File: src/rtl/adder_pkg.sv
`default_nettype none
// ============================================================================
// Package     : adder_pkg
// Description : Shared types and helpers for the digit-serial adder.
//               State encoding, digit count and digit-counter width.
// Revision    : 1.0 - initial release
// ============================================================================
package adder_pkg;

    typedef enum logic [1:0] {
        IDLE = 2'd0,
        RUN  = 2'd1,
        DONE = 2'd2
    } state_t;

    // Number of digits processed per operation.
    function automatic int calc_ndig(input int width, input int digit);
        return width / digit;
    endfunction

    // One spare bit so the counter never wraps when NDIG is a power of two.
    function automatic int calc_cnt_w(input int width, input int digit);
        return $clog2(width / digit) + 1;
    endfunction

endpackage : adder_pkg
`default_nettype wire

File: src/rtl/digit_adder.sv
`default_nettype none
// ============================================================================
// Module      : digit_adder
// Description : Combinational DIGIT-bit ripple-carry adder built from 1-bit
//               full-adder cells.
// Revision    : 1.0 - initial release
// Ports       : i_a, i_b   DIGIT-bit addends
//               i_cin      carry into bit 0
//               o_sum      DIGIT-bit sum
//               o_cout     carry out of the top bit
//               o_c_top    carry into the top bit (signed-overflow detection)
// ============================================================================
module digit_adder #(
    parameter int DIGIT = 8
) (
    input  logic [DIGIT-1:0] i_a,
    input  logic [DIGIT-1:0] i_b,
    input  logic             i_cin,
    output logic [DIGIT-1:0] o_sum,
    output logic             o_cout,
    output logic             o_c_top
);

    logic [DIGIT:0] w_c;

    assign w_c[0] = i_cin;

    for (genvar gi = 0; gi < DIGIT; gi++) begin : g_fa
        assign o_sum[gi]   = i_a[gi] ^ i_b[gi] ^ w_c[gi];
        assign w_c[gi + 1] = (i_a[gi] & i_b[gi]) | (w_c[gi] & (i_a[gi] ^ i_b[gi]));
    end

    assign o_cout  = w_c[DIGIT];
    assign o_c_top = w_c[DIGIT-1];

endmodule : digit_adder
`default_nettype wire

File: src/rtl/serial_adder.sv
`default_nettype none
// ============================================================================
// Module      : serial_adder
// Description : Multi-cycle digit-serial adder. Adds two WIDTH-bit operands
//               plus carry-in, DIGIT bits per cycle, with a registered carry
//               between digits. Valid/ready handshake on input and output.
//               Optional feature macro: SERIAL_ADD_SUB_EN (adds 'sub' port,
//               sub=1 computes a + ~b + 1 with cin ignored).
// Revision    : 1.0 - initial release
// Ports       : clk, rst             clock, synchronous active-high reset
//               in_valid/in_ready    operand handshake (ready only in IDLE)
//               a, b, cin            operands and carry-in
//               sub                  subtract select (SERIAL_ADD_SUB_EN only)
//               out_valid/out_ready  result handshake
//               sum, cout, ovf       result, carry-out, signed overflow
//               busy                 operation in progress (state != IDLE)
// ============================================================================
module serial_adder
    import adder_pkg::*;
#(
    parameter int WIDTH = 32,
    parameter int DIGIT = 8
) (
    input  logic             clk,
    input  logic             rst,
    input  logic             in_valid,
    output logic             in_ready,
    input  logic [WIDTH-1:0] a,
    input  logic [WIDTH-1:0] b,
    input  logic             cin,
`ifdef SERIAL_ADD_SUB_EN
    input  logic             sub,
`endif
    output logic             out_valid,
    input  logic             out_ready,
    output logic [WIDTH-1:0] sum,
    output logic             cout,
    output logic             ovf,
    output logic             busy
);

    localparam int c_ndig  = calc_ndig(WIDTH, DIGIT);
    localparam int c_cnt_w = calc_cnt_w(WIDTH, DIGIT);

    state_t             r_state;
    state_t             w_state_next;
    logic [c_cnt_w-1:0] r_cnt;
    logic [WIDTH-1:0]   r_a;
    logic [WIDTH-1:0]   r_b;
    logic [WIDTH-1:0]   r_sum;
    logic               r_carry;
    logic               r_cout;
    logic               r_ovf;

    logic [WIDTH-1:0]   w_b_in;
    logic               w_cin_in;
    logic [WIDTH-1:0]   w_a_shift;
    logic [WIDTH-1:0]   w_b_shift;
    logic [WIDTH-1:0]   w_sum_shift;
    logic [DIGIT-1:0]   w_dsum;
    logic               w_dcout;
    logic               w_dctop;
    logic               w_last;

    // Subtraction is folded in at accept time: invert B and force carry-in,
    // so the serial datapath is always a plain adder.
`ifdef SERIAL_ADD_SUB_EN
    assign w_b_in   = sub ? ~b : b;
    assign w_cin_in = sub ? 1'b1 : cin;
`else
    assign w_b_in   = b;
    assign w_cin_in = cin;
`endif

    assign w_last = (r_cnt == c_cnt_w'(c_ndig - 1));

    // The low digit of the operand registers is always the digit in flight;
    // the result shifts in from the top so digit 0 lands at the bottom
    // after NDIG shifts.
    digit_adder #(.DIGIT(DIGIT)) u_digit (
        .i_a     (r_a[DIGIT-1:0]),
        .i_b     (r_b[DIGIT-1:0]),
        .i_cin   (r_carry),
        .o_sum   (w_dsum),
        .o_cout  (w_dcout),
        .o_c_top (w_dctop)
    );

    if (DIGIT < WIDTH) begin : g_shift
        assign w_a_shift   = {{DIGIT{1'b0}}, r_a[WIDTH-1:DIGIT]};
        assign w_b_shift   = {{DIGIT{1'b0}}, r_b[WIDTH-1:DIGIT]};
        assign w_sum_shift = {w_dsum, r_sum[WIDTH-1:DIGIT]};
    end else begin : g_noshift
        assign w_a_shift   = '0;
        assign w_b_shift   = '0;
        assign w_sum_shift = w_dsum;
    end

    // State register
    always_ff @(posedge clk) begin
        if (rst) begin
            r_state <= IDLE;
        end else begin
            r_state <= w_state_next;
        end
    end

    // Next-state logic
    always_comb begin
        w_state_next = r_state;
        case (r_state)
            IDLE:    if (in_valid)  w_state_next = RUN;
            RUN:     if (w_last)    w_state_next = DONE;
            DONE:    if (out_ready) w_state_next = IDLE;
            default:                w_state_next = IDLE;
        endcase
    end

    // Datapath: operand/result shift registers, carry flop, digit counter
    always_ff @(posedge clk) begin
        if (rst) begin
            r_cnt   <= '0;
            r_a     <= '0;
            r_b     <= '0;
            r_sum   <= '0;
            r_carry <= 1'b0;
            r_cout  <= 1'b0;
            r_ovf   <= 1'b0;
        end else begin
            case (r_state)
                IDLE: begin
                    if (in_valid) begin
                        r_a     <= a;
                        r_b     <= w_b_in;
                        r_carry <= w_cin_in;
                        r_cnt   <= '0;
                    end
                end
                RUN: begin
                    r_a     <= w_a_shift;
                    r_b     <= w_b_shift;
                    r_sum   <= w_sum_shift;
                    r_carry <= w_dcout;
                    r_cnt   <= r_cnt + c_cnt_w'(1);
                    if (w_last) begin
                        r_cout <= w_dcout;
                        r_ovf  <= w_dcout ^ w_dctop;
                    end
                end
                default: begin
                end
            endcase
        end
    end

    assign in_ready  = (r_state == IDLE);
    assign out_valid = (r_state == DONE);
    assign busy      = (r_state != IDLE);
    assign sum       = r_sum;
    assign cout      = r_cout;
    assign ovf       = r_ovf;

endmodule : serial_adder
`default_nettype wire

File: config.mk
export PLATFORM = sky130hd
export DESIGN_NAME = serial_adder
export DESIGN_NICKNAME = d
export VERILOG_FILES = /design/src/rtl/adder_pkg.sv /design/src/rtl/digit_adder.sv /design/src/rtl/serial_adder.sv
export SDC_FILE = /design/constraint.sdc
export NUM_CORES = 1
export LEC_CHECK = 0
export ABC_AREA = 0
export CORE_MARGIN = 4
export CORE_UTILIZATION = 44
export CTS_BUF_LIST = sky130_fd_sc_hd__clkbuf_8 sky130_fd_sc_hd__clkbuf_16
export CTS_CLUSTER_DIAMETER = 120
export DETAILED_ROUTE_END_ITERATION = 6
export GPL_TIMING_DRIVEN = 0
export PLACE_DENSITY = 0.73
export SLEW_MARGIN = 20
export SYNTH_ARGS = -nofsm -noshare
export SYNTH_HDL_FRONTEND = slang
export SYNTH_HIERARCHICAL = 1
export SYNTH_SLANG_ARGS = --single-unit
File: constraint.sdc
create_clock -name clk -period 3.8 [get_ports clk]
set_clock_uncertainty 0.2 [all_clocks]
set_input_delay 0.76 -clock clk [delete_from_list [all_inputs] [get_ports clk]]
set_output_delay 0.76 -clock clk [all_outputs]
set_load 0.01 [all_outputs]
# Word level (Yosys, flattened, before mapping)
# Cells that the tools add are included.
# totals
inputBits,69
ramBits,0
mem_bits_ro,0
wordCells,74
latch_bits,0
reg_bits,104
memories,0
output_inout_bits,37
# op_classes
mux,12
n_eq_ne,6
shift,0
order_cmp,0
n_addsub,1
div_mod_pow,0
n_reduce_logical,6
multipliers,0
n_bitwise,41
# ops
operator,count
$pmux W32 S2,2
$mux W32,2
$xor A1 B1 Y1,17
$and A1 B1 Y1,16
$or A1 B1 Y1,8
$mux W2,3
$pmux W2 S3,1
$pmux W3 S2,1
$ne A2 B2 Y1 const B,2
$reduce_and A2 Y1,2
$reduce_bool A2 Y1,2
$add A3 B1 Y3 const B,1
$eq A3 B2 Y1 const B,1
$mux W3,1
$reduce_and A3 Y1,1
$eq A2 B1 Y1 const B,1
$eq A2 B2 Y1 const B,1
$logic_not A2 Y1,1
$ne A2 B1 Y1 const B,1
$pmux W1 S2,1
$mux W1,1

# Depth between registers and ports, before layout
# Gate-level depths: netlist of the first run.
# logic_depth
depth_word,18
mapped_depth,15
mapped_depth_nobuf,15

# Modules after synthesis
# The synthesis of the first run kept the hierarchy.
# by_module_without_submodules
mod,seq_area_each_um2,instances,cells_each,area_per_inst_um2
serial_adder,2082.0,1,478,3880.0
digit_adder,0.0,1,18,197.7

# Worst setup path before layout of the first run
# Ideal clock, no wire load.
# synth_path
path_type,reg2reg
from,register r_a[0]
to,register r_ovf (netlist: ovf)
period_less_slack_ns,3.752
path_slack_ns,0.048
arrival_time_ns,3.482
required_time_ns,3.530
stages_incl_launch_ff,16
n_path_buf,0
setup_time_ns,0.070
path_cell_list,dfxtp_1 fa_1 inv_1 fa_1 inv_1 fa_1 fa_1 fa_1 fa_1 inv_1 fa_1 inv_1 fa_1 xor2_1 nand3_1 a21oi_1
# synth_via
elab_chain_len,18
elab_cells_between_ends,19
cone_classes,bitwise (19)
# synth_lines
element,line_no,source
from (decl),serial_adder.sv:48,logic [WIDTH-1:0] r_a;
from (signal assigned),serial_adder.sv:140,r_a <= w_a_shift;
$xor A1 B1 Y1,digit_adder.sv:30,assign w_c[gi + 1] = (i_a[gi] & i_b[gi]) | (w_c[gi] & (i_a[gi] ^ i_b[gi]));
$and A1 B1 Y1,digit_adder.sv:30,
$or A1 B1 Y1 (*),digit_adder.sv:30,
$and A1 B1 Y1 (*),digit_adder.sv:30,
$or A1 B1 Y1 (*),digit_adder.sv:30,
$and A1 B1 Y1 (*),digit_adder.sv:30,
$or A1 B1 Y1 (*),digit_adder.sv:30,
$and A1 B1 Y1 (*),digit_adder.sv:30,
[4 not listed],--,
$or A1 B1 Y1 (*),digit_adder.sv:30,
$and A1 B1 Y1 (*),digit_adder.sv:30,
$or A1 B1 Y1 (*),digit_adder.sv:30,
net w_dctop,serial_adder.sv:62,logic w_dctop;
$and A1 B1 Y1 (*),digit_adder.sv:30,
$or A1 B1 Y1 (*),digit_adder.sv:30,
net w_dcout,serial_adder.sv:61,logic w_dcout;
$xor A1 B1 Y1 (*),serial_adder.sv:147,r_ovf <= w_dcout ^ w_dctop;
to (signal assigned),serial_adder.sv:147,
to (decl),serial_adder.sv:53,logic r_ovf;
# The timed path passes the listed nets; every way through them passes the cells marked *.
# A chain may end at the register's enable or synchronous reset.

# Worst setup path after layout of the first run
# layout_path
from,register r_b[0]
to,register r_ovf (netlist: ovf)
# layout_via
elab_chain_len,18
elab_cells_between_ends,19
cone_classes,bitwise (19)
# layout_lines
element,line_no,source
from (decl),serial_adder.sv:49,logic [WIDTH-1:0] r_b;
from (signal assigned),serial_adder.sv:134,r_b <= w_b_in;
from (signal assigned),serial_adder.sv:141,r_b <= w_b_shift;
$xor A1 B1 Y1,digit_adder.sv:30,
$and A1 B1 Y1,digit_adder.sv:30,
$or A1 B1 Y1 (*),digit_adder.sv:30,
$and A1 B1 Y1 (*),digit_adder.sv:30,
$or A1 B1 Y1 (*),digit_adder.sv:30,
$and A1 B1 Y1 (*),digit_adder.sv:30,
$or A1 B1 Y1 (*),digit_adder.sv:30,
$and A1 B1 Y1 (*),digit_adder.sv:30,
[4 not listed],--,
$or A1 B1 Y1 (*),digit_adder.sv:30,
$and A1 B1 Y1 (*),digit_adder.sv:30,
$or A1 B1 Y1 (*),digit_adder.sv:30,
net w_dctop,serial_adder.sv:62,
$and A1 B1 Y1 (*),digit_adder.sv:30,
$or A1 B1 Y1 (*),digit_adder.sv:30,
net w_dcout,serial_adder.sv:61,
$xor A1 B1 Y1 (*),serial_adder.sv:147,
# Marked as above.

==> flow_summary.ini, run 1 <==
[clock_network]
cts_buffer_depth = 2
cts_tree = done
cts_made_buffers = 9
h-tree-depth = 3
clock-sinks = 104
insertion_delay_ns = 0.36
ctsHoldBuffers = 0
root_buffer = clkbuf_8
path_clk_slew_ns = 0.10

[global_routing]
gr-usage-met3_pct = 4.78
antenna_found_initial = 0
grt.overflow.total = 0
met1_usage_pct = 23.1
grt_max_degree = 17
grt_pass1_vias = 3641
grt.busiest_layer = met2
grt_pass1_wl_mm = 17.0
met2_usage_pct = 32.2
grt_usage_pct = 18.8

[pwr]
pwr_density_cell_nw_per_um2 = 414
irDropWorstVdd_uv = 199
p_total_mw = 2.27
power.leakage_nw = 2.20

[timing]
holdWs_ns = 0.259
slew-limit-headroom_pct = 57.6
min_period_ns = 3.74
setup_viol = 0
final_hold_viol_count = 0
finalCritPeriodShare_pct = 98.3
tightestPinTransition_ns = 0.637
rsz0062_at_grt = true
setup_ws_ns = 0.0647
maxSlewViolCount = 0
max_freq_mhz = 268

[yosys]
synthCells = 496
yosysSeqAreaShare_pct = 51.1
synth_warnings = 6
synth.area.top_cells = dfxtp_1 51%, nor2_1 14%, nor4_1 7.5%, nand2_1 6.1%, a21oi_1 4.3%
mappedNetlistNets = 575
synth_top_area_share_pct = 51.1
synth_top_area_cell = dfxtp_1
synthDistinctLibCells = 28
ys_seq_elements = 104
synth_area_um2 = 4080
avgSynthCellArea_um2 = 8.22

[placed_design]
pre_cts_slack_ns = -0.223
dpl-instance-area_um2 = 5250
io_buffers = 104
gp_congestion = 0.807
post-dp-hpwl_mm = 8.08

[floorplan]
die_area_um2 = 10900
pin_count = 106
row_count = 34
initial_core_util_pct = 46.1
fp.dieW_um = 104
die_h_um = 104
core_um2 = 8850

[critical_path]
cpMostUsedCell = fa_2
end_kind = register
path_class = register to register
crit_slowest_cell = fa_2
max_stage_delay_ns = 0.37
crit_chain = fa_2 -> inv_1 -> fa_1 -> inv_1 -> fa_2 -> fa_2 -> fa_2 -> fa_2 -> inv_2 -> fa_2 -> inv_2 -> fa_2 -> xor2_1 -> nand3_1 -> a21oi_1
worst_ep_required_time_ns = 3.89
crit_path_start_kind = register
arrival_ns = 3.83
crit_fanout = 2

[flow_run]
maxCapViolations = 0

[detailed_routing]
drt_wl_total_mm = 10.2
vias = 3701
wl_per_cell_um = 14.1
routed_via_density = 5.10
dr.pass1.iters = 4
drt_iter0_drc = 217
drc = 0
ant_nets = 0

[finish]
design_area_um2 = 5480
drive_gt1_share_pct = 9.08
fin_util_pct = 61.9
nFillCells = 786
layout_commonest_cell = nor2_1
synthToLayoutAreaGrowth_pct = 34.4
diodes = 0
most-common-layout-cells = 148 x nor2_1, 104 x clkdlybuf4s50_1, 103 x dfxtp_1, 66 x nand2_1, 49 x nor4_1
nets = 691

[worst_hold_path]
holdCritPathClass = register to register

[status]
status = finished, final reports clean
critical path, delay by kind of cell (launching register included):
family	cells	cell delay, ns
buf+inv	4	0.23
compound gates	1	0.15
fa+ha+maj	8	2.48
flops	1	0.36
xor+xnor	1	0.16
simple gates	1	0.10
cells in the mapped netlist:
| library cell | n |
|---|---|
| nor3_1 | 1 |
| clkbuf_1 | 7 |
| a22o_1 | 17 |
| nand2b_1 | 2 |
| buf_4 | 2 |
| o21ba_1 | 1 |
| fa_1 | 8 |
| ha_1 | 2 |
| nand3_1 | 2 |
| dfxtp_1 | 104 |
| nand3b_1 | 1 |
| or2_2 | 1 |
| buf_2 | 22 |
| nand2_1 | 66 |
| a21o_1 | 1 |
| buf_1 | 4 |
| buf_6 | 2 |
| nor2_1 | 149 |
| nor2_4 | 1 |
| mux2_2 | 1 |
| inv_1 | 12 |
| o21a_1 | 1 |
| nor2_8 | 1 |
| xor2_1 | 1 |
| nor4_1 | 49 |
| or3b_1 | 1 |
| a21oi_1 | 35 |
| nor2b_1 | 2 |
per-stage QoR:
stage | std cells | TNS (ns)
after detailed placement | 708 | -0.299
after global placement | 708 | -0.169
after CTS | 725 | 0
final | 725 | 0
after global routing | 725 | -0.0782
after floorplan | 496 | 0
kinds of logic (layout without fill, tap and decap cells):
group	Yosys count	after routing	synth area share, %
XOR/XNOR	1	1	0.215
multiplexers	1	1	0.276
AND/OR/NAND/NOR	276	276	29.6
flip-flops	104	104	51.1
AO/OA/AOI/OAI	55	55	8.56
buffers and inverters	49	170	5.74
adder cells (fa/ha/maj)	10	10	4.54
repair_timing:
action | 4_1_cts | 5_1_grt
endpoints found under the setup margin | 4 | 4
endpoints found under the hold margin | 0 | 0
buffers inserted | 1 | 0
pin swaps | 5 | 8
gates resized for setup | 10 | 1
gates cloned | 0 | 0
worst paths after layout:
path / startpoint / endpoint / slack (ns) / cells after the start
min: sum[3]$_SDFFE_PP0P_ / sum[3]$_SDFFE_PP0P_ / 0.26 / 2
min reg2reg: sum[3]$_SDFFE_PP0P_ / sum[3]$_SDFFE_PP0P_ / 0.26 / 2
max reg2reg: r_b[0]$_SDFFE_PP0P_ / ovf$_SDFFE_PP0P_ / 0.06 / 15
max: r_b[0]$_SDFFE_PP0P_ / ovf$_SDFFE_PP0P_ / 0.06 / 15
where the power goes:
part	total (mW)	internal [mW]	switching, mW
Clock	0.685	0.319	0.365
Combinational	0.368	0.182	0.186
Sequential	1.22	1.17	0.0524
Total	2.27	1.67	0.604
flip-flops by register name, indices dropped and copies added (netlist names):
name / cells
r_a: 32
r_cnt: 3
ovf: 1
sum: 32
r_state: 2
r_carry: 1
cout: 1
r_b: 32
cell type report:
type,instances,area (um2),area share (%)
flip-flops and latches,104,2080,38.0
multi-input cells,343,1780,32.5
repair buffers,105,1050,19.1
plain buffers,37,189,3.45
clock buffers,10,138,2.51
well taps,108,135,2.47
clock inverters,6,61.3,1.12
inverters,12,45.0,0.822
metal layers:
metal | up-vias | part of all wire, %
met5 | - | 0
met4 | 0 | 1.6
met3 | 17 | 6.4
met2 | 120 | 48
met1 | 1688 | 44
li1 | 1876 | -
Note: power is estimated with default switching activity, not from simulation.
==> run 2: changes to the inputs <==
SLEW_MARGIN = default   (was 20)
==> results of run 2 <==
The final DEF is identical to that of run 1; final timing and power are the same.
